<file path="src/rtl/pitchfall_pkg.sv">
// Shared constants and event record for the pitch-fall engine.
// Widths here are fixed by the pitch/period calculators downstream.
package pitchfall_pkg;

    localparam int FALL_W  = 13;
    localparam int NOTE_W  = 7;
    localparam int SPD_W   = 4;
    localparam int VOICE_W = 4;

    localparam logic [FALL_W-1:0] FALL_MAX = 13'd7680;
    localparam int TICK_LIMIT = 8191;

    // Voice field is wide enough for the largest engine (16 voices).
    typedef struct packed {
        logic [VOICE_W-1:0] voice;
        logic               on;
        logic [NOTE_W-1:0]  note;
        logic               rpt;
    } ev_t;

endpackage

</file>
<file path="src/rtl/pitchfall_if.sv">
// Event, config and read-port bundle between the voice allocator
// and the pitch-fall engine.
interface pitchfall_if
    import pitchfall_pkg::*;
#(
    parameter int VOICES = 4
);

    localparam int VW = $clog2(VOICES);

    logic              en;
    logic              cfg_we;
    logic [VW-1:0]     cfg_voice;
    logic [SPD_W-1:0]  cfg_speed;
    logic              ev_valid;
    logic              ev_ready;
    logic [VW-1:0]     ev_voice;
    logic              ev_on;
    logic [NOTE_W-1:0] ev_note;
    logic              ev_repeat;
    logic [VW-1:0]     rd_voice;
    logic [FALL_W-1:0] rd_fall;
    logic [VOICES-1:0] active;

    modport master (
        output en, cfg_we, cfg_voice, cfg_speed,
        output ev_valid, ev_voice, ev_on, ev_note, ev_repeat,
        output rd_voice,
        input  ev_ready, rd_fall, active
    );

    modport slave (
        input  en, cfg_we, cfg_voice, cfg_speed,
        input  ev_valid, ev_voice, ev_on, ev_note, ev_repeat,
        input  rd_voice,
        output ev_ready, rd_fall, active
    );

endinterface

</file>
<file path="src/rtl/pitchfall_step.sv">
// Shared timer/fall datapath: next {fall, timer} for the visited voice.
// Saturation comes from the FALL_MAX compare, so fall never wraps.
module pitchfall_step
    import pitchfall_pkg::*;
#(
    parameter int TIMER_W = 26
) (
    input  logic               started_i,
    input  logic [FALL_W-1:0]  fall_i,
    input  logic [TIMER_W-1:0] timer_i,
    input  logic [SPD_W-1:0]   speed_i,
    output logic [FALL_W-1:0]  fall_o,
    output logic [TIMER_W-1:0] timer_o
);

    always_comb begin
        fall_o  = fall_i;
        timer_o = timer_i;
        if (started_i && fall_i < FALL_MAX) begin
            if (timer_i > TIMER_W'(TICK_LIMIT)) begin
                fall_o  = fall_i + FALL_W'(1);
                timer_o = TIMER_W'(1);
            end else begin
                timer_o = timer_i + (TIMER_W'(1) << speed_i);
            end
        end
    end

endmodule

</file>
<file path="src/rtl/pitchfall_sched.sv">
// Time-multiplexed pitch-fall engine: one voice stepped per enabled
// cycle by a round-robin slot, with a one-deep event register.
module pitchfall_sched
    import pitchfall_pkg::*;
#(
    parameter int VOICES  = 4,
    parameter int TIMER_W = 26
) (
    input logic       clk,
    input logic       reset,
    pitchfall_if.slave bus
);

    localparam int VW = $clog2(VOICES);

    logic [VOICES-1:0]  started_q, started_d;
    logic [NOTE_W-1:0]  note_q  [VOICES];
    logic [NOTE_W-1:0]  note_d  [VOICES];
    logic [FALL_W-1:0]  fall_q  [VOICES];
    logic [FALL_W-1:0]  fall_d  [VOICES];
    logic [TIMER_W-1:0] timer_q [VOICES];
    logic [TIMER_W-1:0] timer_d [VOICES];
    logic [SPD_W-1:0]   speed_q [VOICES];
    logic [SPD_W-1:0]   speed_d [VOICES];
    logic [VW-1:0]      slot_q, slot_d;
    ev_t                ev_q, ev_d;
    logic               evv_q, evv_d;
    logic [FALL_W-1:0]  rd_q, rd_d;

    logic [FALL_W-1:0]  st_fall;
    logic [TIMER_W-1:0] st_timer;
    logic [VW-1:0]      ev_v;
    logic               accept;

    assign ev_v   = ev_q.voice[VW-1:0];
    assign accept = bus.ev_valid && !evv_q;

    pitchfall_step #(.TIMER_W(TIMER_W)) u_step (
        .started_i (started_q[slot_q]),
        .fall_i    (fall_q[slot_q]),
        .timer_i   (timer_q[slot_q]),
        .speed_i   (speed_q[slot_q]),
        .fall_o    (st_fall),
        .timer_o   (st_timer)
    );

    always_comb begin
        started_d = started_q;
        note_d    = note_q;
        fall_d    = fall_q;
        timer_d   = timer_q;
        speed_d   = speed_q;
        slot_d    = slot_q;
        evv_d     = accept;
        ev_d      = ev_q;
        rd_d      = fall_q[bus.rd_voice];

        if (accept) begin
            ev_d.voice = VOICE_W'(bus.ev_voice);
            ev_d.on    = bus.ev_on;
            ev_d.note  = bus.ev_note;
            ev_d.rpt   = bus.ev_repeat;
        end

        // An event applied to the visited voice overrides its step.
        if (bus.en) begin
            if (!(evv_q && ev_v == slot_q)) begin
                fall_d[slot_q]  = st_fall;
                timer_d[slot_q] = st_timer;
            end
            slot_d = (slot_q == VW'(VOICES - 1)) ? '0 : slot_q + VW'(1);
        end

        if (evv_q) begin
            if (ev_q.on) begin
                if (!(started_q[ev_v] && note_q[ev_v] == ev_q.note
                      && !ev_q.rpt)) begin
                    started_d[ev_v] = 1'b1;
                    fall_d[ev_v]    = '0;
                    timer_d[ev_v]   = TIMER_W'(1);
                    note_d[ev_v]    = ev_q.note;
                end
            end else begin
                started_d[ev_v] = 1'b0;
                note_d[ev_v]    = '0;
            end
        end

        if (bus.cfg_we) begin
            speed_d[bus.cfg_voice] = bus.cfg_speed;
        end
    end

    always_ff @(posedge clk or posedge reset) begin
        if (reset) begin
            started_q <= '0;
            for (int i = 0; i < VOICES; i++) begin
                note_q[i]  <= '0;
                fall_q[i]  <= '0;
                timer_q[i] <= TIMER_W'(1);
                speed_q[i] <= '0;
            end
            slot_q <= '0;
            ev_q   <= '0;
            evv_q  <= 1'b0;
            rd_q   <= '0;
        end else begin
            started_q <= started_d;
            note_q    <= note_d;
            fall_q    <= fall_d;
            timer_q   <= timer_d;
            speed_q   <= speed_d;
            slot_q    <= slot_d;
            ev_q      <= ev_d;
            evv_q     <= evv_d;
            rd_q      <= rd_d;
        end
    end

    assign bus.ev_ready = !evv_q;
    assign bus.rd_fall  = rd_q;
    assign bus.active   = started_q;

endmodule

</file>
<file path="src/flat_wrapper.sv">
// flat-port wrapper written by rule: the top's interface ports become plain ports
module pitchfall_sched_flat import pitchfall_pkg::*;
#(
    parameter int VOICES  = 4,
    parameter int TIMER_W = 26
)
  (clk, reset, bus_en, bus_cfg_we, bus_cfg_voice, bus_cfg_speed, bus_ev_valid, bus_ev_voice, bus_ev_on, bus_ev_note, bus_ev_repeat, bus_rd_voice, bus_ev_ready, bus_rd_fall, bus_active);
  pitchfall_if #(.VOICES(VOICES)) bus_i ();
  input logic clk;
  input logic reset;
  input wire logic [$bits(bus_i.en)-1:0] bus_en;
  input wire logic [$bits(bus_i.cfg_we)-1:0] bus_cfg_we;
  input wire logic [$bits(bus_i.cfg_voice)-1:0] bus_cfg_voice;
  input wire logic [$bits(bus_i.cfg_speed)-1:0] bus_cfg_speed;
  input wire logic [$bits(bus_i.ev_valid)-1:0] bus_ev_valid;
  input wire logic [$bits(bus_i.ev_voice)-1:0] bus_ev_voice;
  input wire logic [$bits(bus_i.ev_on)-1:0] bus_ev_on;
  input wire logic [$bits(bus_i.ev_note)-1:0] bus_ev_note;
  input wire logic [$bits(bus_i.ev_repeat)-1:0] bus_ev_repeat;
  input wire logic [$bits(bus_i.rd_voice)-1:0] bus_rd_voice;
  output wire logic [$bits(bus_i.ev_ready)-1:0] bus_ev_ready;
  output wire logic [$bits(bus_i.rd_fall)-1:0] bus_rd_fall;
  output wire logic [$bits(bus_i.active)-1:0] bus_active;
  assign bus_i.en = bus_en;
  assign bus_i.cfg_we = bus_cfg_we;
  assign bus_i.cfg_voice = bus_cfg_voice;
  assign bus_i.cfg_speed = bus_cfg_speed;
  assign bus_i.ev_valid = bus_ev_valid;
  assign bus_i.ev_voice = bus_ev_voice;
  assign bus_i.ev_on = bus_ev_on;
  assign bus_i.ev_note = bus_ev_note;
  assign bus_i.ev_repeat = bus_ev_repeat;
  assign bus_i.rd_voice = bus_rd_voice;
  assign bus_ev_ready = bus_i.ev_ready;
  assign bus_rd_fall = bus_i.rd_fall;
  assign bus_active = bus_i.active;
  pitchfall_sched #(.VOICES(VOICES), .TIMER_W(TIMER_W)) u_core (.clk(clk), .reset(reset), .bus(bus_i));
endmodule
</file>
<file path="config.mk">
export PLATFORM = sky130hd
export DESIGN_NAME = pitchfall_sched_flat
export DESIGN_NICKNAME = d
export VERILOG_FILES = /design/src/rtl/pitchfall_pkg.sv /design/src/rtl/pitchfall_if.sv /design/src/rtl/pitchfall_step.sv /design/src/rtl/pitchfall_sched.sv /design/src/flat_wrapper.sv
export SDC_FILE = /design/constraint.sdc
export NUM_CORES = 1
export LEC_CHECK = 0
export BUFFER_PORTS_ARGS = -buffer_cell sky130_fd_sc_hd__buf_4
export CAP_MARGIN = 40
export CORE_MARGIN = 4
export CORE_UTILIZATION = 57
export DETAILED_ROUTE_END_ITERATION = 10
export PLACE_DENSITY = 0.78
export SLEW_MARGIN = 25
export SYNTH_ARGS = -nofsm -noshare
export SYNTH_HDL_FRONTEND = slang
export SYNTH_SLANG_ARGS = --single-unit
</file>
<file path="constraint.sdc">
create_clock -name clk -period 6.75 [get_ports clk]
set_input_delay 1.0125 -clock clk [delete_from_list [all_inputs] [get_ports clk]]
set_output_delay 1.0125 -clock clk [all_outputs]
set_load 0.02 [all_outputs]
</file>
==> metrics.cfg, run 1 <==
[yosys]
synthArstFlopShare = 1.00
ys_seq_elements = 231
ys_types = 61
synth-edff-count = 0
syn_inst = 1135
ys.flop_type = dfrtp_1
seq_area_frac_synth = 0.477
syn_nets = 1181
avgSynthCellArea_um2 = 10.7
synth_area_mm2 = 0.0121
yosysWarningCount = 0

[place]
post-place-ws_ns = 2.38
gp_congestion = 0.893
place_area_mm2 = 0.0126
numPortBuffers = 41
placed_cells = 1393
place_hpwl_um = 19000

[floorplanning]
coreArea_mm2 = 0.0210
die_area_mm2 = 0.0237
fp-row-count = 53
fp.dieH_um = 154
io_pins = 42
die_width_um = 154
start_util = 0.578

[routing]
vias = 9404
via_per_inst = 6.54
route.final.wire_length_um = 30100
detail_route.first_pass.iterations = 8
wl_per_cell_um = 20.9
drtIter0Drc = 854
ant_nets = 0
drc = 0

[finish]
nFillCells = 1587
area_growth_pct = 11.5
antenna-diode-count = 0
stdcell_count = 1439
drive_gt1_frac = 0.200
nNetsFinal = 1192
design_area_mm2 = 0.0135

[global_routing]
grt_pass1_vias = 9606
grt_max_degree = 166
grt_pass1_wl_um = 49300
grt-ovfl-total = 0
grt_use_total = 0.254
antenna_found_initial = 0

[setup_path]
crit_required_ns = 7.17
crit_chain = mux4_2 > or2_2 > nor2_1 > ha_1 > inv_1 > fa_1 > nand2b_1 > a21oi_1 > o21a_1 > a31oi_1 > a21oi_1 > a41oi_1 > a211oi_1
slowest_stage = dfrtp_4
start_kind = register
cp_top_family = compound AO/OA/AOI/OAI gates
cpPeakStageDelay_ns = 0.73
critical_path.max_fanout = 21
arrival_ns = 4.87
cp_num_buf_inv = 1
worstSetupPathType = register to register
cpMostUsedCell = a21oi_1
worst_setup_path_end_kind = register

[clock_network]
ctsHoldBuffers = 0
insertion_delay_ns = 0.53
clkTransAtPathRegs_ns = 0.06
cts.path.max_buffers = 3
clock_sinks = 231
cts_inserted_buffers = 25
cts-htree-levels = 1
postCtsSetupBuffers = 0
cts_root_buffer = clkbuf_16
tritoncts = yes
ctsResizeCount = 0

[timing]
setup_viol = 0
worst-slew-pin-transition_ns = 0.905
rsz0062_at_grt = false
fin_crit_ns = 4.45
timing.final.ws_setup_ns = 2.30
finClkSkew_ns = 0.0138
drv_slew = 0
relSlewSlack = 0.397
fmax_mhz = 225
period_share = 0.659
final.setup.tns_ns = 0
final-hold-violation-count = 0

[power_and_ir_drop]
fin_total_pwr_mw = 7.07
powerDensity_mw_per_mm2 = 524
vdd_drop_max_v = 0.000268
p_leak_nw = 5.68

[hold_path]
hp-class = register to register

[status]
status = completed

[run]
cap_violations = 0

==> layout by cell type, fill, tap and decap left out, drive strengths merged, types with 6 or more instances in the layout <==
master	count
dfrtp	227
nor2	208
nand2	98
a211oi	80
mux4	65
nor3	60
buf	60
a21oi	42
clkbuf	32
mux2	28
o21ai	27
a22o	23
ha	21
xor2	15
inv	14
nand2b	13
xnor2	12
o22ai	12
a21o	11
and2	10
nand3	9
clkinv	9
and3	7
or2	6
o21bai	6
==> layout make-up <==
| class | count | area [µm²] | share of cell area |
|---|---|---|---|
| multi-input cells | 813 | 5940 | 0.440 |
| inverters | 15 | 60.1 | 0.00444 |
| clock inverters | 13 | 165 | 0.0122 |
| clock buffers | 32 | 702 | 0.0519 |
| repair buffers | 60 | 505 | 0.0374 |
| flip-flops and latches | 231 | 5790 | 0.429 |
| well taps | 275 | 344 | 0.0255 |
==> final timing paths <==
path	from	end	slack (ns)	cells after the start
setup / recovery	u_core.slot_q[0]	u_core.timer_q[24]	2.30	13
hold / removal	u_core.note_q[13]	u_core.note_q[13]	0.48	1
setup reg to reg	u_core.slot_q[0]	u_core.timer_q[24]	2.30	13
hold reg to reg	u_core.note_q[13]	u_core.note_q[13]	0.48	1
max in group asynchronous	reset	u_core.note_q[25]	4.78	5
min in group asynchronous	reset	u_core.timer_q[4]	0.75	3
==> kinds of logic (layout without fill, tap and decap cells) <==
kind of cell | count (synthesis) | in the layout | share of synthesized area
muxes | 95 | 95 | 0.148
xor gates and xnor gates | 27 | 27 | 0.0195
and+or+nand+nor | 434 | 434 | 0.157
adders and majority gates | 22 | 22 | 0.0233
AOI/OAI and AO/OA | 235 | 235 | 0.141
buffers and inverters | 91 | 120 | 0.0331
DFF | 231 | 231 | 0.477
==> per-stage QoR <==
stage               hold slack, ns  utilization
finish                       0.477        0.645
global route                 0.502        0.645
CTS                          0.480        0.644
detailed placement           0.467        0.602
global placement             0.464        0.599
floorplan                    0.444            -
==> per-layer routing <==
| metal | GRT usage | vias up | share of wire |
|---|---|---|---|
| met5 | 0 | - | 0 |
| met4 | 0.102 | 0 | 0.039 |
| met3 | 0.0442 | 87 | 0.073 |
| met2 | 0.414 | 412 | 0.48 |
| met1 | 0.344 | 4759 | 0.40 |
| li1 | - | 4146 | - |
==> where the power goes <==
part	switching, mW	leakage, nW	internal, mW
sequential	0.381	2.82	1.94
clock	0.558	0.438	0.883
combinational	1.92	2.42	1.39
total	2.86	5.68	4.21
==> Yosys cell counts, types with 7 or more instances <==
cell type / count / area share
a211oi_1: 76 / 0.047
a21o_1: 11 / 0.0068
a21oi_1: 42 / 0.017
a22o_1: 23 / 0.017
and2_1: 10 / 0.0052
and3_1: 7 / 0.0036
buf_1: 8 / 0.0025
buf_2: 20 / 0.0083
clkbuf_1: 44 / 0.014
dfrtp_1: 227 / 0.47
ha_1: 21 / 0.022
inv_1: 15 / 0.0046
mux2_2: 28 / 0.026
mux4_2: 65 / 0.12
nand2_1: 98 / 0.030
nand2b_1: 13 / 0.0067
nand3_1: 9 / 0.0037
nor2_1: 208 / 0.064
nor3_1: 60 / 0.025
o21ai_0: 25 / 0.010
o22ai_1: 12 / 0.0062
xnor2_1: 12 / 0.0087
xor2_1: 15 / 0.011
==> sequential cells by signal, summed over array words and instances, names as in the netlist, named ones only <==
signal / count
u_core.slot_q: 2
u_core.ev_q: 11
u_core.fall_q: 52
u_core.timer_q: 104
u_core.bus.rd_fall: 13
u_core.speed_q: 16
u_core.note_q: 28
u_core.evv_q: 1
(Power assumes the default switching activity.)
==> inputs of run 2 (changes only) <==
Settings changed: CORE_UTILIZATION 57 to 63, PLACE_DENSITY 0.78 to 0.82.
Clock period 6.75 ns to 4.5 ns, I/O delays scaled along.
==> run 2 against run 1 <==
Compared with the run above:
- register-to-register slack worse by 2.0 ns
- first-iteration DRC count shrank 0.47%
- setup slack lost 2.0 ns
- sequential cell count stayed put
- total power up 47%
- critical path type unchanged
- non-clock buffer count increased by 5
- clock skew is 0.0032 ns higher
- critical endpoint is now u_core.timer_q[98]
- sequential power is 50% higher
- maximum frequency increased by 6.9%
- largest cell class unchanged
- cell count shrank 0.69%
==> metrics.cfg, run 2 (synthesis results as in run 1) <==
[power_and_ir_drop]
p_clk_frac = 0.185  ; -0.019
switching_share = 0.413  ; +0.00834
fin_total_pwr_mw = 10.4  ; +47%
powerDensity_mw_per_mm2 = 776  ; +48%
switchingPower_mw = 4.30  ; +50%
p_int_mw = 6.12  ; +45%
pwr-share-seq = 0.333  ; +0.005
p_comb_frac = 0.482  ; +0.014
vdd_drop_max_v = 0.000363  ; +35%
p_leak_nw = 5.64  ; -0.66%

[setup_path]
r2r-end = u_core.timer_q[98]
reg2reg_depth = 13  ; unchanged
crit_end = u_core.timer_q[98]
critical_path.max_fanout = 6  ; -71%
crit_required_ns = 4.92  ; -2.25 ns
worstSetupPathType = register to register
worst_setup_path_end_kind = register
ff2ff_setup_slack_ns = 0.34  ; -1.96 ns
r2r-start = u_core.slot_q[0]
startpoint = u_core.slot_q[0]
start_kind = register
arrival_ns = 4.57  ; -0.30 ns

[run]
cap_violations = 0  ; unchanged

[clock_network]
cts_root_buffer = clkbuf_16
insertion_delay_ns = 0.52  ; about the same
postCtsSetupBuffers = 0  ; unchanged
clock_sinks = 231  ; unchanged
ctsHoldBuffers = 0  ; unchanged
cts.path.max_buffers = 3  ; unchanged
cts_inserted_buffers = 25  ; unchanged
tritoncts = yes
clkTransAtPathRegs_ns = 0.06  ; about the same
ctsResizeCount = 0  ; unchanged
cts-htree-levels = 1  ; unchanged

[finish]
final_common_cell = dfrtp_1
reg_top3 = u_core.timer_q: 104 flops, u_core.fall_q: 52 flops, u_core.note_q: 28 flops
largest-register = u_core.timer_q
antenna-diode-count = 0  ; unchanged
drive_gt1_frac = 0.199  ; -0.000856
largest_reg_flops = 104  ; unchanged
final_core_util = 0.714  ; +0.0689
final_cell_mix = dfrtp_1 (225), nor2_1 (208), nand2_1 (98)
area_growth_pct = 10.9
nFillCells = 1337  ; -16%
nNetsFinal = 1197  ; +0.42%

[status]
status = completed

[floorplanning]
die_area_mm2 = 0.0215  ; -9.0%
io_pins = 42  ; unchanged
die_width_um = 147  ; -4.6%
start_util = 0.644  ; +0.0653
fp-row-count = 50  ; -5.7%
fp.dieH_um = 147  ; -4.6%
coreArea_mm2 = 0.0188  ; -10%

[timing]
finClkSkew_ns = 0.0170  ; +0.00318 ns
whs_ns = 0.160  ; -0.317 ns
relSlewSlack = 0.459  ; +0.0619
rsz0062_at_grt = false
drv_slew = 0  ; unchanged
setup_viol = 0  ; unchanged
final.setup.tns_ns = 0  ; unchanged
final-hold-violation-count = 0  ; unchanged
fin_crit_ns = 4.16  ; -0.288 ns
fmax_mhz = 241  ; +6.9%
timing.final.ws_setup_ns = 0.343  ; -1.96 ns
period_share = 0.924  ; +0.265
worst-slew-pin-transition_ns = 0.812  ; -0.0928 ns

[global_routing]
antenna_found_initial = 0  ; unchanged
grt_pass1_wl_um = 50400  ; +2.3%
grt-ovfl-total = 0  ; unchanged
grt_use_total = 0.287  ; +0.0329
grt_pass1_vias = 9666  ; +0.62%
grt_max_degree = 88  ; -47%

[routing]
wl_per_cell_um = 21.5  ; +2.9%
route.final.wire_length_um = 30800  ; +2.2%
drtIter0Drc = 850  ; -0.47%
via_per_inst = 6.62  ; +1.3%
detail_route.first_pass.iterations = 6  ; -2
drc = 0  ; unchanged
ant_nets = 0  ; unchanged
vias = 9461  ; +0.61%

[place]
numPortBuffers = 41  ; unchanged
gp_congestion = 0.949  ; +6.3%
post-place-ws_ns = 0.462  ; -1.92 ns
place_hpwl_um = 19500  ; +3.1%

[hold_path]
hp-class = input pin to async pin

[run 2: changes by cell type in the layout (fill, tap and decap cells not counted), sizes merged]
| cell | change |
|---|---|
| buf | +5 |
| bufinv | -4 |
| clkinv | -3 |
| clkinvlp | +1 |
| clkbuf | +6 |
[run 2: metrics by stage]
step | area [µm²] | cells
finish | 13400 | 1429
global route | 13400 | 1429
CTS | 13400 | 1429
detailed placement | 12700 | 1384
global placement | 12700 | 1383
floorplan | 12100 | 1135
[run 2: critical path, stage by stage (launching register included)]
cell and delay (ns):
dfrtp_4 0.47, mux4_2 0.54, or2_2 0.36, nor2_1 0.19, ha_1 0.22, inv_1 0.08, fa_1 0.44, nand2b_1 0.18
a21oi_1 0.21, o21a_1 0.25, a31oi_1 0.16, a21oi_1 0.34, a41oi_1 0.28, a211oi_1 0.32
[run 2: worst min-delay path by stage]
stage	slack, ns	endpoint	cells past startpoint	start
floorplan	0.44	u_core.note_q[13]	1	u_core.note_q[13]
global placement	0.46	u_core.note_q[20]	2	u_core.note_q[20]
detailed placement	0.47	u_core.note_q[13]	1	u_core.note_q[13]
CTS	0.16	u_core.timer_q[43]	2	reset
global route	0.17	u_core.timer_q[43]	2	reset
finish	0.16	u_core.timer_q[43]	2	reset
[run 2: power by group through the flow]
stage | clock network [mW] | registers [mW] | logic (mW)
2_1_floorplan | 0 | 3.36 | 3.78
3_3_place_gp | 0 | 3.41 | 4.75
3_5_place_dp | 0 | 3.47 | 4.92
4_1_cts | 1.95 | 3.45 | 4.96
5_1_grt | 2.04 | 3.56 | 5.48
6_report | 1.93 | 3.47 | 5.02
[run 2: final cells by class]
type | count | area (µm²) | area share
inverters | 15 | 60.1 | 0.00447
clock buffers | 38 | 724 | 0.0539
well taps | 260 | 325 | 0.0242
repair buffers | 65 | 551 | 0.0410
clock inverters | 7 | 41.3 | 0.00307
flip-flops and latches | 231 | 5790 | 0.431
multi-input cells | 813 | 5950 | 0.443
[run 2: per-layer routing]
metal | global-route usage | vias to the layer above | routed length [µm]
met5 | 0 | - | 0
met4 | 0.0786 | 0 | 693
met2 | 0.483 | 458 | 15300
met1 | 0.396 | 4758 | 12400
met3 | 0.0432 | 71 | 2360
li1 | - | 4174 | -
==> inputs of run 3 (changes only) <==
--- a/config.mk
+++ b/config.mk
@@ -12,3 +12,4 @@
 export DETAILED_ROUTE_END_ITERATION = 10
-export PLACE_DENSITY = 0.82
+export MAX_ROUTING_LAYER = met4
+export PLACE_DENSITY = 0.8
 export SLEW_MARGIN = 25
--- a/constraint.sdc
+++ b/constraint.sdc
@@ -3,2 +3,2 @@
 set_output_delay 0.675 -clock clk [all_outputs]
-set_load 0.02 [all_outputs]
+set_load 0.05 [all_outputs]
==> run 3 against run 2 <==
Compared with the run above:
- maximum frequency barely moved
- die area did not move
- global-route usage rose by 0.65 points
==> metrics.cfg, run 3 (synthesis results as in run 1) <==
[finish]
stdcell_count = 1429  ; unchanged
area_growth_pct = 11.4
largest_reg_flops = 104  ; unchanged
reg_top3 = u_core.timer_q: 104 flops, u_core.fall_q: 52 flops, u_core.note_q: 28 flops
design_area_mm2 = 0.0135  ; +0.44%
antenna-diode-count = 0  ; unchanged
final_core_util = 0.717  ; +0.00312
final_common_cell = dfrtp_1
final_cell_mix = dfrtp_1 (225), nor2_1 (208), nand2_1 (98)
drive_gt1_frac = 0.202  ; +0.00257
largest-register = u_core.timer_q
nNetsFinal = 1198  ; +0.084%

[place]
place_hpwl_um = 19400  ; -0.86%
gp_congestion = 0.934  ; -1.6%
placed_cells = 1385  ; +0.072%
place_area_mm2 = 0.0127  ; about the same
numPortBuffers = 41  ; unchanged

[setup_path]
cpPeakStageDelay_ns = 0.58  ; +0.04 ns
slowest_stage = mux4_2
arrival_ns = 4.57  ; about the same
critical_path.max_fanout = 11  ; +5
ff2ff_setup_slack_ns = 0.34  ; about the same
cp_top_family = compound AO/OA/AOI/OAI gates
worst_setup_path_end_kind = register
crit_chain = mux4_2 > or2_2 > nor2_1 > ha_1 > inv_1 > fa_1 > nand2b_1 > a21oi_1 > o21a_1 > a31oi_1 > a21oi_2 > a41oi_1 > a211oi_1
cp_num_buf_inv = 1  ; unchanged
start_kind = register
crit_required_ns = 4.92  ; about the same
worstSetupPathType = register to register

[power_and_ir_drop]
p_leak_nw = 5.67  ; +0.59%
powerDensity_mw_per_mm2 = 796  ; +2.6%
vdd_drop_max_v = 0.000464  ; +28%

[timing]
relSlewSlack = 0.467  ; +0.00811
finClkSkew_ns = 0.0144  ; -0.00266 ns
setup_viol = 0  ; unchanged
period_share = 0.924  ; about the same
rsz0062_at_grt = false
final.setup.tns_ns = 0  ; unchanged
fmax_mhz = 241  ; about the same
drv_slew = 0  ; unchanged
fin_crit_ns = 4.16  ; +0.000244 ns
worst-slew-pin-transition_ns = 0.798  ; -0.0141 ns
final-hold-violation-count = 0  ; unchanged

[floorplanning]
start_util = 0.644  ; unchanged
die_area_mm2 = 0.0215  ; unchanged
die_width_um = 147  ; unchanged
coreArea_mm2 = 0.0188  ; unchanged
fp-row-count = 50  ; unchanged
fp.dieH_um = 147  ; unchanged
io_pins = 42  ; unchanged

[routing]
ant_nets = 0  ; unchanged
drc = 0  ; unchanged
wl_per_cell_um = 21.1  ; -1.8%
via_per_inst = 6.56  ; -0.94%
vias = 9372  ; -0.94%
detail_route.first_pass.iterations = 5  ; -1
drtIter0Drc = 948  ; +12%
route.final.wire_length_um = 30200  ; -1.8%

[clock_network]
ctsResizeCount = 0  ; unchanged
cts.path.max_buffers = 3  ; unchanged
cts_root_buffer = clkbuf_16
ctsHoldBuffers = 0  ; unchanged
tritoncts = yes
clock_sinks = 231  ; unchanged
insertion_delay_ns = 0.52  ; about the same
cts-htree-levels = 1  ; unchanged
clkTransAtPathRegs_ns = 0.06  ; about the same
postCtsSetupBuffers = 0  ; unchanged
cts_inserted_buffers = 25  ; unchanged

[run]
cap_violations = 0  ; unchanged

[global_routing]
grt-ovfl-total = 0  ; unchanged
grt_use_total = 0.294  ; +0.00652
grt_pass1_vias = 9699  ; +0.34%
grt_pass1_wl_um = 50100  ; -0.63%
antenna_found_initial = 0  ; unchanged
grt_max_degree = 89  ; +1.1%

[hold_path]
hp-class = input pin to async pin

[status]
status = completed

## run 3: cell count changes in the layout (fill, tap and decap cells not counted), sizes merged
cell	change
clkbuf	-1
clkinv	-2
bufinv	+2
buf	+1
## run 3: through the flow
stage / hold WS, ns / power [mW] / worst slack [ns]
after detailed placement: 0.484 / 8.56 / 0.334
final: 0.184 / 10.7 / 0.343
after floorplan: 0.444 / 7.31 / 0.230
after CTS: 0.181 / 10.7 / 0.296
after global placement: 0.457 / 8.36 / 0.466
after global routing: 0.210 / 11.4 / 0.0560
## run 3: worst paths after layout
path | endpoint | from | depth (start not counted)
worst max-delay path | u_core.timer_q[102] | u_core.slot_q[0] | 13
worst min-delay path | u_core.timer_q[55] | reset | 2
worst max register to register | u_core.timer_q[102] | u_core.slot_q[0] | 13
worst min register to register | u_core.note_q[22] | u_core.note_q[22] | 1
max in group asynchronous | u_core.slot_q[0] | reset | 3
min in group clk | u_core.ev_q[7] | bus_ev_note[6] | 2
## run 3: power breakdown
group | switching, mW | internal (mW) | total, mW
combinational | 3.09 | 2.11 | 5.20
sequential | 0.551 | 2.91 | 3.47
clock | 0.826 | 1.25 | 2.07
total | 4.47 | 6.27 | 10.7
## run 3: metal layers
metal	up-vias	track usage	part of all wire	wire length, µm
li1	4148	-	-	-
met1	4678	0.396	0.41	12300
met2	471	0.462	0.48	14500
met3	75	0.0475	0.080	2430
met4	0	0.102	0.031	937
met5	-	-	0	0
## run 3: worst register-to-register path: cells and delay by family (launching register included)
family / cells / cell delay, ns
compound gates: 6 / 1.49
fa+ha+maj: 2 / 0.66
buf+inv: 1 / 0.07
simple gates: 3 / 0.68
mux: 1 / 0.58
flops: 1 / 0.57
## run 3: final cells by class
cell class | instances | area (µm²)
timing repair buffer | 66 | 546
clock inverter | 7 | 87.6
tap | 260 | 325
multi-input combinational | 813 | 5950
sequential | 231 | 5790
fill | 1281 | 5330
inverter | 15 | 60.1
clock buffer | 37 | 741
